**config.mk**
```make
export PLATFORM = sky130hd
export DESIGN_NAME = addac_acc_n
export DESIGN_NICKNAME = d
export VERILOG_FILES = /design/src/rtl/addac_acc_n.sv
export SDC_FILE = /design/constraint.sdc
export NUM_CORES = 1
export LEC_CHECK = 0
export ABC_AREA = 1
export CAP_MARGIN = 20
export CORE_AREA = 2 2 59 61
export DETAILED_ROUTE_END_ITERATION = 8
export DIE_AREA = 0 0 61 63
export GPL_TIMING_DRIVEN = 0
export PLACE_DENSITY_LB_ADDON = 0.1
export SYNTH_ARGS = -nofsm -noshare
export SYNTH_HDL_FRONTEND = slang
export SYNTH_SLANG_ARGS = --single-unit
```
**constraint.sdc**
```tcl
create_clock -name clk -period 2.6 [get_ports clk]
set_clock_uncertainty 0.05 [all_clocks]
set_input_delay 0.39 -clock clk [delete_from_list [all_inputs] [get_ports clk]]
set_output_delay 0.39 -clock clk [all_outputs]
set_load 0.01 [all_outputs]
```
**src/rtl/addac_acc_n.sv**
```systemverilog
// Parametrised ADDAC accumulator: hold/load/add/sub with optional saturation,
// sticky overflow and a burst counter that pulses done every BURST add/sub ops.
module addac_acc_n #(
    parameter int unsigned WIDTH    = 4,
    parameter int unsigned BURST    = 8,
    parameter int unsigned SATURATE = 0
) (
    input  logic                           clk,
    input  logic                           rst,
    input  logic                           in_valid,
    input  logic                           sel0,
    input  logic                           sel1,
    input  logic [WIDTH-1:0]               a,
    output logic [WIDTH-1:0]               s,
    output logic                           cout,
    output logic                           ovf,
    output logic                           done,
    output logic [$clog2(BURST+1)-1:0]     cnt
);

    localparam int unsigned CW = $clog2(BURST + 1);
    localparam logic [CW-1:0] BurstLast = CW'(BURST - 1);

    typedef enum logic [0:0] {StIdle, StRun} state_e;

    state_e           state_q, state_d;
    logic [WIDTH-1:0] s_d;
    logic             cout_d, ovf_d, done_d;
    logic [CW-1:0]    cnt_d;
    logic [WIDTH:0]   sum, diff;
    logic             arith;

    // MSB of the widened sum/difference is the carry/borrow.
    assign sum  = {1'b0, s} + {1'b0, a};
    assign diff = {1'b0, s} - {1'b0, a};

    always_comb begin
        s_d     = s;
        cout_d  = cout;
        ovf_d   = ovf;
        done_d  = 1'b0;
        cnt_d   = cnt;
        state_d = state_q;
        arith   = 1'b0;

        if (in_valid) begin
            case ({sel1, sel0})
                2'b01: begin
                    s_d     = a;
                    cout_d  = 1'b0;
                    ovf_d   = 1'b0;
                    cnt_d   = '0;
                    state_d = StIdle;
                end
                2'b10: begin
                    arith  = 1'b1;
                    cout_d = sum[WIDTH];
                    ovf_d  = ovf | sum[WIDTH];
                    s_d    = (SATURATE != 0 && sum[WIDTH]) ? {WIDTH{1'b1}} : sum[WIDTH-1:0];
                end
                2'b11: begin
                    arith  = 1'b1;
                    cout_d = diff[WIDTH];
                    ovf_d  = ovf | diff[WIDTH];
                    s_d    = (SATURATE != 0 && diff[WIDTH]) ? '0 : diff[WIDTH-1:0];
                end
                default: ;
            endcase
        end

        if (arith) begin
            case (state_q)
                StIdle: begin
                    if (BURST == 1) begin
                        done_d = 1'b1;
                        cnt_d  = '0;
                    end else begin
                        cnt_d   = CW'(1);
                        state_d = StRun;
                    end
                end
                StRun: begin
                    if (cnt == BurstLast) begin
                        done_d  = 1'b1;
                        cnt_d   = '0;
                        state_d = StIdle;
                    end else begin
                        cnt_d = cnt + CW'(1);
                    end
                end
                default: state_d = StIdle;
            endcase
        end
    end

    always_ff @(posedge clk or posedge rst) begin
        if (rst) begin
            state_q <= StIdle;
            s       <= '0;
            cout    <= 1'b0;
            ovf     <= 1'b0;
            done    <= 1'b0;
            cnt     <= '0;
        end else begin
            state_q <= state_d;
            s       <= s_d;
            cout    <= cout_d;
            ovf     <= ovf_d;
            done    <= done_d;
            cnt     <= cnt_d;
        end
    end

endmodule
```
==> results, run 1 <==
- Counting along the longest clock path gives a buffer depth of 2.
- Yosys mapped the design onto 22 distinct sky130hd cell types.
- After synthesis the cells add up to 881 um2.
- The maximum fanout along the worst path is 3.
- The initial antenna violation count is 0.
- In this run, placement finished with an instance count of 176.
- The residual antenna-violating net count after detailed routing is 0.
- For this run, the register share of the synthesized area comes to 34.1%.
- The detailed-route via count is 782.
- After the flow finishes, the layout carries non-filler instances totaling 179.
- From left edge to right edge, the die measures 61 um.
- The number of nets at the end of the flow is 155.
- The detailed router finished its first iteration with 12 violations.
- Entering global routing, the biggest net connects 13 pins.
- Setup violations remaining at the end of the flow were counted as 0.
- The leading cell type in the layout, fill and taps excluded is nand2_1.
- Measured against its own limit, the worst slew margin works out to 69.7%.
- Derived from the worst setup path, the maximum achievable clock frequency is 491 MHz.
- The multi-input combinational cells in the finished layout cover a total of 497 um2.
- The number of warnings printed during yosys synthesis is 0.
- The number of slew-limit violations in the final report was 0.
- Detailed placement finished with a half-perimeter wire length of 1630 um.
- The y dimension of the die is 63 um.
- After clock tree synthesis, the clock-pin slew on the worst setup and hold paths is 0.07 ns.
- The flop and latch count out of synthesis is 12.
- 20 I/O pins were placed.
- The number of post-CTS setup repair buffers is 0.
- The average cell area after synthesis is 7.94 um2.
- Of the available clock period, the critical path in the final layout requires 78.3%.
- The maximum single-stage delay on the critical path is 0.51 ns.
- The first global-routing pass estimated 3390 um of wire.
- Among the stages of the critical path, the cell type that occurs most often is inv_1.
- The total global routing overflow is 0.
- TritonCTS built the clock tree.
- The number of placement rows is 21.
- After detailed routing, the number of remaining DRC violations is 0.
- In this run, post-CTS repair resized a total of 0 instances.
- The top cell types in the final layout, fill and taps aside, are nand2_1 (22), inv_1 (19), clkdlybuf4s50_1 (19), dfrtp_1 (12).
- TritonCTS created 3 clock buffers.
- For this run, the total global-route usage over all layers was measured as 11.5%.
- 0 antenna diodes ended up in the layout.
- Among all stages on the critical path, the largest delay is contributed by clkdlybuf4s50_1.
- The final hold violation count is 0.
- The clock reaches the later pin of the worst-skew pair after 0.27 ns.
- The reported leakage power is 0.000553 uW.
- Across the VDD grid, the largest voltage drop is 0.000199 V.
- The first-pass iteration count of the detailed router is 4.
- The max capacitance violation total is 0.
- The worst setup path is launched from an input port.
- The number of clock sinks is 12.
- Buffers inserted to repair hold after CTS numbered 0.
- The signal on the critical path passes through clkdlybuf4s50_1 -> ha_1 -> inv_1 -> fa_1 -> or2_2 -> nand3_1 -> o211ai_1 -> o21ai_0 -> inv_1.
- After detailed routing, the number of vias per cell comes to 4.37.
- The combined buffer and inverter count along the critical path is 3.
- The kind of end point of the critical path is a register.
- The class of the tightest hold or removal check is input port to async pin.
- The total routed wirelength is 2000 um.
- The classification of the worst setup path is input port to register.
- The slew of the pin with the lowest slew margin is 0.454 ns.
- At the worst endpoint, the required time is 2.70 ns.
- The final routed wire length divided by cell count is 11.1 um.
- Registers take 300 um2.
- Routability-driven placement finished with a final weighted congestion of 0.752.
- The die covers 3840 um2.
- The standard cell core area is 3230 um2.
- Setup repair after global routing left no endpoint under its margin.
- The routed design could run at a clock period as short as 2.04 ns.
- The starting density of the core is 27.3%.
- The final total negative setup slack is 0 ns.
- Of the cells placed in the final design, the portion with a size suffix greater than 1 is 9.77%.
- The layout filler cell count is 356.
- The gate count after technology mapping is 111.
- The power per unit of standard cell area is 531 nW/um2.
- The number of nets in the synthesized netlist is 131.
- The via count of the first global-routing pass is 759.
- The root cell of the clock tree is clkbuf_4.
- The number of H-tree branching levels is 1.
- The gate family responsible for the most delay along the worst path is buffers and inverters.
- The critical path arrival is 2.14 ns.
- From synthesis to final layout, the design area changed by 30.7%.
- The run finished with clean final reports.
- The number of I/O port buffers is 19.
==> synthesized netlist by cell type <==
cell / count / area share, %
dfrtp_1: 12 / 34
nor2_4: 1 / 1.3
o22ai_1: 2 / 1.4
ha_1: 9 / 13
fa_1: 2 / 4.5
inv_2: 2 / 0.85
a21oi_2: 1 / 0.99
inv_1: 19 / 8.1
or2_2: 2 / 1.4
nand2_1: 22 / 9.4
o21ai_0: 8 / 4.5
nor3_1: 2 / 1.1
nand3_1: 9 / 5.1
o31ai_1: 1 / 0.85
o211ai_1: 3 / 2.6
a21oi_1: 6 / 3.4
nor2_1: 4 / 1.7
xnor2_1: 1 / 0.99
nand2_4: 2 / 2.6
nor2_2: 1 / 0.71
a22o_1: 1 / 0.99
buf_2: 1 / 0.57
==> flip-flops by register name, summed over array words and instances (netlist names) <==
name / flops
state_q: 1
s: 4
done: 1
ovf: 1
cout: 1
cnt: 4
==> worst paths after layout <==
| kind | startpoint | end | slack [ns] | cells past startpoint |
|---|---|---|---|---|
| max | a[0] | s[2] | 0.56 | 9 |
| min | rst | s[1] | 0.38 | 2 |
| max reg2reg | s[0] | s[2] | 0.85 | 8 |
| min reg2reg | cout | cout | 0.43 | 2 |
| max in group asynchronous | rst | s[3] | 1.80 | 2 |
| min in group clk | cout | cout | 0.43 | 2 |
==> area by class of cell <==
cell class / instances / area share [%]
multi-input cells: 77 / 43.2
flip-flops and latches: 12 / 26.1
repair buffers: 19 / 16.5
inverters: 21 / 6.85
well taps: 46 / 5.00
clock buffers: 3 / 1.96
plain buffers: 1 / 0.435
==> layer usage <==
layer  up-vias  global-route usage (%)  part of all wire [%]
met5         -                       0                     0
met4         0                    2.45                  0.65
met3         2                    3.73                   3.8
met2        14                    18.4                    45
met1       363                    15.0                    50
li1        403                       -                     -
==> where the power goes <==
part / total, uW / switching (uW) / internal, uW
Sequential: 238 / 23.7 / 214
Clock: 110 / 56.2 / 53.5
Combinational: 263 / 139 / 124
Total: 611 / 219 / 392
==> metrics by stage <==
step	total power (uW)	utilization, %	worst slack [ns]	area (um2)	hold WS, ns
finish	611	35.6	0.565	1150	0.381
global route	666	35.6	0.458	1150	0.418
CTS	621	35.6	0.555	1150	0.397
detailed placement	507	34.9	0.278	1130	0.420
global placement	503	34.9	0.283	1130	0.420
floorplan	397	-	0.922	881	0.205
==> cells by family (layout without fill, tap and decap cells) <==
family | Yosys count | after routing | share of synthesized area [%]
xor+xnor | 1 | 1 | 0.994
fa+ha+maj | 11 | 11 | 17.3
flops | 12 | 12 | 34.1
simple gates | 43 | 43 | 23.3
compound gates | 22 | 22 | 14.8
buf+inv | 22 | 44 | 9.52
No activity file was read; power rests on OpenSTA's default activity.
==> run 2: changes to the inputs <==
==> constraint.sdc (replaced) <==
create_clock -name clk -period 1.9 [get_ports clk]
set_clock_uncertainty 0.05 [all_clocks]
set_input_delay 0.285 -clock clk [delete_from_list [all_inputs] [get_ports clk]]
set_output_delay 0.285 -clock clk [all_outputs]
set_load 0.01 [all_outputs]
==> run 2 against run 1 <==
  * Sequential power grew 37%
  * Critical path depth shrank 1
  * Non-clock buffer count is the same
  * Largest cell class unchanged
  * Sequential cell count is the same
  * Highest routed layer unchanged
  * Core utilization grew 0.31 points
  * Via count grew 0.51%
  * Register-to-register slack lost 0.64 ns
==> results, run 2 (synthesized netlist as in run 1, its figures left out) <==
- The critical path arrival is 1.92 ns.
- The count of nets left with antenna violations once routing finished came out at 0.
- The post-route clock period utilization is 95.8%.
- The launching element of the worst setup path is a[1].
- In the detailed route, the total length drawn on met2 is 906 um.
- The largest registers in the layout are cnt: 4 flops, s: 4 flops.
- Of all nets on the critical path, the largest fanout is 3.
- The worst hold path belongs to the class input port to async pin.
- The number of antenna cells inserted is 0.
- The reported leakage power is 0.000569 uW.
- The number of slew-limit violations in the final report was 0.
- After clock tree synthesis, the setup repair step added 0 buffers.
- The required time of the critical path is 2.00 ns.
- For this run, the detailed router's first-pass iteration total came to 4.
- CTS built an H-tree with a depth of 1.
- The layout overhead on the synthesized area is 31.8%.
- The highest ir drop seen on vdd is 0.000273 V.
- After detailed routing, the met3 layer carries 76 um of wire.
- The routed length on met1 is 1000 um.
- The clock period minus worst slack is 1.82 ns.
- The startpoint identified for the worst register-to-register timing path is s[0].
- The root cell of the clock tree is clkbuf_4.
- The clock input transition at the sequential cells of the worst setup and hold paths is 0.07 ns.
- Buffers inserted during clock tree synthesis total 3.
- The largest net degree at the start of global routing is 13.
- After detailed placement, the total cell area comes to 1130 um2.
- The latest clock arrival within the worst-skew pair is 0.27 ns.
- The final estimated routing congestion in global placement is 0.752.
- The kind of start point of the critical path is an input port.
- The number of instances in the placed design is 176.
- The y dimension of the die is 63 um.
- The initialized floorplan defines 21 standard-cell rows.
- In the final routed layout, each cell accounts on average for 11.2 um.
- Based on the critical path, the design can be clocked at up to 549 MHz.
- Max-cap violations in this run came to 0.
- Dividing the detail-routed via count by the number of cells gives 4.39.
- The detailed-route via count is 786.
- The hold-fix buffer count after cts is 0.
- The number of clock sinks is 12.
- Setup violations remaining at the end of the flow were counted as 0.
- The clock passes through at most 2 buffers.
- The starting density of the core is 27.3%.
- The DRC violation count after routing is 0.
- The number of design-rule violations left by the first detailed-router iteration is 12.
- The top layer used by detailed routing is met4.
- After floorplanning, the core was sized to cover 3230 um2.
- Power spread over the standard cell area amounts to 722 nW/um2.
- The via count of the first global-routing pass was 761.
- The leading cell type in the layout, fill and taps excluded is nand2_1.
- The final cell utilization of the core is 35.9%.
- The number of I/O port buffers is 19.
- The share of post-route cells with drive strength above 1 is 11.3%.
- The initial antenna violation count is 0.
- The classification of the worst setup path is input port to register.
- The HPWL after detailed placement is 1630 um.
- The final hold violation count was 0.
- The floorplan die width is 61 um.
- The library cells used most frequently in the layout, excluding fill and tap cells, are nand2_1 (22), inv_1 (19), clkdlybuf4s50_1 (17), dfrtp_1 (12), nand3_1 (9).
- TritonCTS built the clock tree.
- In the final design database the tool counted 155 nets.
- After detailed routing, the total wire length is 2000 um.
- The kind of end point of the critical path is a register.
- The global router's overall resource usage is 11.5%.
- The area of the die is 3840 um2.
- The slew of the pin with the lowest slew margin is 0.454 ns.
- Measured against its own limit, the worst slew margin works out to 69.7%.
- Setup repair after global routing left no endpoint under its margin.
- Once layout is complete, the cells apart from fillers number 179.
- The first global-routing pass estimated 3370 um of wire.
- Summed over all layers, the global routing overflow is 0.
- The flow ran to the end, and the final reports show no timing, DRC or antenna violations.
- 20 I/O pins were placed.
- Summing all non-filler instances in the final layout gives an area of 1160 um2.
-- run 2: changes by cell type in the layout (fill, tap and decap cells not counted) --
cell / previous run / this run
ha_2: 0 / 1
fa_1: 2 / 1
ha_1: 9 / 8
dlymetal6s2s_1: 0 / 2
fa_2: 0 / 1
clkdlybuf4s50_1: 19 / 17
-- run 2: metal layers --
metal / track usage, % / vias up
met5: 0 / -
met4: 2.45 / 0
met2: 18.4 / 14
li1: - / 404
met3: 3.73 / 2
met1: 14.9 / 366
-- run 2: per-stage QoR --
stage	TNS, ns	power, uW	hold WS [ns]	worst slack, ns
after floorplan	0	543	0.0997	0.222
after CTS	0	853	0.292	0.0254
after global routing	0	914	0.313	0.00339
after global placement	-0.805	688	0.420	-0.312
final	0	838	0.276	0.0799
after detailed placement	-0.850	693	0.420	-0.317
-- run 2: repair_timing --
| item | 4_1_cts | 5_1_grt |
|---|---|---|
| gates resized for setup | 2 | 2 |
| gates cloned | 0 | 0 |
| endpoints found under the setup margin | 1 | 1 |
-- run 2: critical path, cell delays in order --
cell,delay (ns)
clkdlybuf4s50_1,0.54
inv_1,0.12
fa_2,0.41
or2_2,0.28
nand3_1,0.07
o211ai_1,0.08
o21ai_0,0.09
inv_1,0.05
-- run 2: worst paths after layout --
path	endpoint	slack (ns)	depth (start not counted)
worst max-delay path	s[2]	0.08	8
worst min-delay path	s[1]	0.28	2
worst max register to register	s[2]	0.21	8
worst min register to register	cout	0.43	2
max in group asynchronous	s[3]	1.21	2
min in group clk	s[0]	0.31	3
-- run 2: report_power, final --
group | internal, uW | total [uW] | switching, uW
clock | 73.2 | 150 | 77.1
combinational | 171 | 363 | 192
sequential | 293 | 325 | 32.7
-- run 2: final cells by class --
cell class / count / area [um2]
tap: 46 / 57.6
timing repair buffer: 19 / 195
sequential: 12 / 300
buffer: 1 / 5.00
multi-input combinational: 77 / 502
inverter: 21 / 78.8
clock buffer: 3 / 22.5
fill: 354 / 2070
==> run 3: changes to the inputs <==
--- a/config.mk
+++ b/config.mk
@@ -7,11 +7,12 @@
 export LEC_CHECK = 0
 export ABC_AREA = 1
 export CAP_MARGIN = 20
-export CORE_AREA = 2 2 59 61
+export CORE_AREA = 8 8 65 67
 export DETAILED_ROUTE_END_ITERATION = 8
-export DIE_AREA = 0 0 61 63
+export DIE_AREA = 0 0 73 75
 export GPL_TIMING_DRIVEN = 0
 export PLACE_DENSITY_LB_ADDON = 0.1
+export SLEW_MARGIN = 20
 export SYNTH_ARGS = -nofsm -noshare
 export SYNTH_HDL_FRONTEND = slang
 export SYNTH_SLANG_ARGS = --single-unit
==> run 3 against run 2 <==
  * Final cell count is the same
  * Non-clock buffer count did not move
  * Sequential cell count stayed put
  * Clock power barely moved
  * Register-to-register slack worse by 0.04 ns
  * Die area up 42%
  * Worst hold slack worse by 0.0038 ns
  * Combinational power decreased by 1%
  * Core utilization is 0.077 points lower
  * Critical path type unchanged
  * Critical endpoint unchanged
==> results, run 3 (synthesized netlist as in run 1, its figures left out) <==
- The final hold violation count is 0.
- The number of design-rule violations left by the first detailed-router iteration is 23.
- The endpoint identified for the worst register-to-register timing path is cout.
- The initial antenna violation count is 0.
- The global router's overall resource usage is 8.37%.
- STA classifies the critical path startpoint as an input port.
- The residual antenna-violating net count after detailed routing is 0.
- The largest net degree at the start of global routing is 13.
- The leading cell type in the layout, fill and taps excluded is nand2_1.
- The number of cell instances on the worst register-to-register path is 9.
- After detailed placement, the design holds a cell count of 176.
- 20 I/O pins were placed.
- In this run the worst setup path begins at a[1].
- The first detailed-routing pass took 4 iterations.
- The largest registers in the layout are cnt: 4 flops, s: 4 flops.
- Setup violations remaining at the end of the flow were counted as 0.
- Walking the worst path, the cells encountered are clkdlybuf4s50_1 -> inv_2 -> fa_2 -> or2_2 -> nand3_1 -> o211ai_1 -> o21ai_1 -> inv_1.
- At the end of the flow, the number of nets in the layout was 155.
- Counting the buffers created by CTS gives 3.
- The kind of end point of the critical path is a register.
- The first global-routing pass estimated 3570 um of wire.
- The worst-case hold slack is 0.272 ns.
- The number of post-CTS setup repair buffers is 0.
- The layout overhead on the synthesized area is 31.5%.
- The number of antenna cells inserted is 0.
- The share of post-route cells with drive strength above 1 is 12.0%.
- The die covers 5480 um2.
- The detailed-route via count is 773.
- The root cell of the clock tree is clkbuf_4.
- The starting density of the core is 27.3%.
- Total power for the finished layout comes to 839 uW.
- The setup check on the worst reg-to-reg path leaves a slack of 0.17 ns.
- After routing, the total negative slack on setup checks comes to 0 ns.
- Cells fill 35.8% of the core in the end.
- Counting both buffers and inverters, the worst setup path holds a total of 3.
- The worst slew margin relative to its limit is 69.3%.
- The class of the tightest hold or removal check is input port to async pin.
- In the final layout, the multi-input gates occupy 502 um2.
- The maximum single-stage delay on the critical path is 0.55 ns.
- The via count of the first global-routing pass is 795.
- The number of placement rows is 21.
- The clock period minus worst slack is 1.78 ns.
- For the pin with the worst max-slew slack, the measured transition is 0.459 ns.
- The worst path uses 93.8% of the clock period.
- The sequential standard cell area is 300 um2.
- Counting every sink on the clock net gives 12.
- The half-perimeter wire length after placement is 1700 um.
- The DRC violation count after routing is 0.
- The final estimated routing congestion in global placement is 0.733.
- The clock input transition at the sequential cells of the worst setup and hold paths is 0.07 ns.
- Setup repair after global routing left no endpoint under its margin.
- Grouping stages by cell kind, the critical path spends the most delay in buffers and inverters.
- The finished layout holds 179 standard cells, fillers aside.
- The worst setup path is of the input port to register kind.
- The standard cell core area is 3230 um2.
- The maximum fanout along the worst path is 3.
- The CTS tree is built.
- The worst-case IR drop observed on VDD is 0.000277 V.
- The clock passes through at most 2 buffers.
- Across the run, the number of max-cap violations was 0.
- Data on the critical path is required at its endpoint by 2.01 ns.
- The number of slew-limit violations in the final report is 0.
- The flow ran to the end, and the final reports show no timing, DRC or antenna violations.
- The layout has 354 filler cells.
- The y dimension of the die is 75 um.
- Data arrives at the worst endpoint at 1.89 ns.
- Based on the critical path, the design can be clocked at up to 561 MHz.
- In this run the number of H-tree levels came out at 1.
- The final routed wire length divided by cell count is 11.8 um.
- The worst reg2reg path startpoint is s[0].
- The cell type of the slowest stage on the worst timing path is clkdlybuf4s50_1.
- In the layout the commonest cells are nand2_1 (22), inv_1 (18), clkdlybuf4s50_1 (18), dfrtp_1 (12), nand3_1 (9).
- The total global routing overflow is 0.
- During placement, the flow inserted port buffers numbering 19.
- The reported leakage power is 0.000559 uW.
- The detailed-route vias per instance is 4.32.
- The routed design has 2110 um of wire.
- The latest clock arrival within the worst-skew pair is 0.27 ns.
- The power per unit of standard cell area is 724 nW/um2.
- Measured along the x axis, the die boundary spans 73 um.
[run 3: cell count changes in the layout (fill, tap and decap cells not counted)]
| cell | previous run | this run |
|---|---|---|
| o21ai_1 | 0 | 1 |
| inv_2 | 2 | 3 |
| o21ai_0 | 8 | 7 |
| inv_1 | 19 | 18 |
| clkdlybuf4s50_1 | 17 | 18 |
| dlymetal6s2s_1 | 2 | 1 |
[run 3: what timing repair did]
item / CTS / global route
endpoints found under the setup margin: 1 / 2
hold buffers: 0 / 0
resized for setup: 2 / 3
[run 3: metal layers]
metal  wire length, um  up-vias  part of all wire [%]  track usage, %
li1                  -      401                     -               -
met1              1050      355                    50            10.2
met2               902       15                    43            12.7
met3               147        2                   7.0            4.26
met4                11        0                  0.52            2.00
met5                 0        -                     0               0
[run 3: cell type report]
class                      instances  area share (%)
tap                               46            4.97
sequential                        12            25.9
multi-input combinational         77            43.3
timing repair buffer              19            16.6
inverter                          21            6.80
buffer                             1           0.432
clock buffer                       3            1.94
[run 3: through the flow]
stage	setup slack, ns	instance area, um2
final	0.119	1160
after global placement	-0.313	1130
after CTS	0.0291	1160
after floorplan	0.222	881
after global routing	0.0000808	1160
after detailed placement	-0.312	1130
[run 3: worst max-delay path by stage]
stage	to	slack [ns]	cells past startpoint
2_1_floorplan	s[2]	0.22	8
3_3_place_gp	s[2]	-0.31	9
3_5_place_dp	s[2]	-0.31	9
4_1_cts	s[2]	0.03	9
5_1_grt	s[2]	0.00008	8
6_report	s[2]	0.12	8
[run 3: report_power, final]
part,leakage [uW],internal (uW),switching [uW]
sequential,0.000150,293,33.9
combinational,0.000395,170,189
clock,0.0000138,73.3,79.5
total,0.000559,536,302
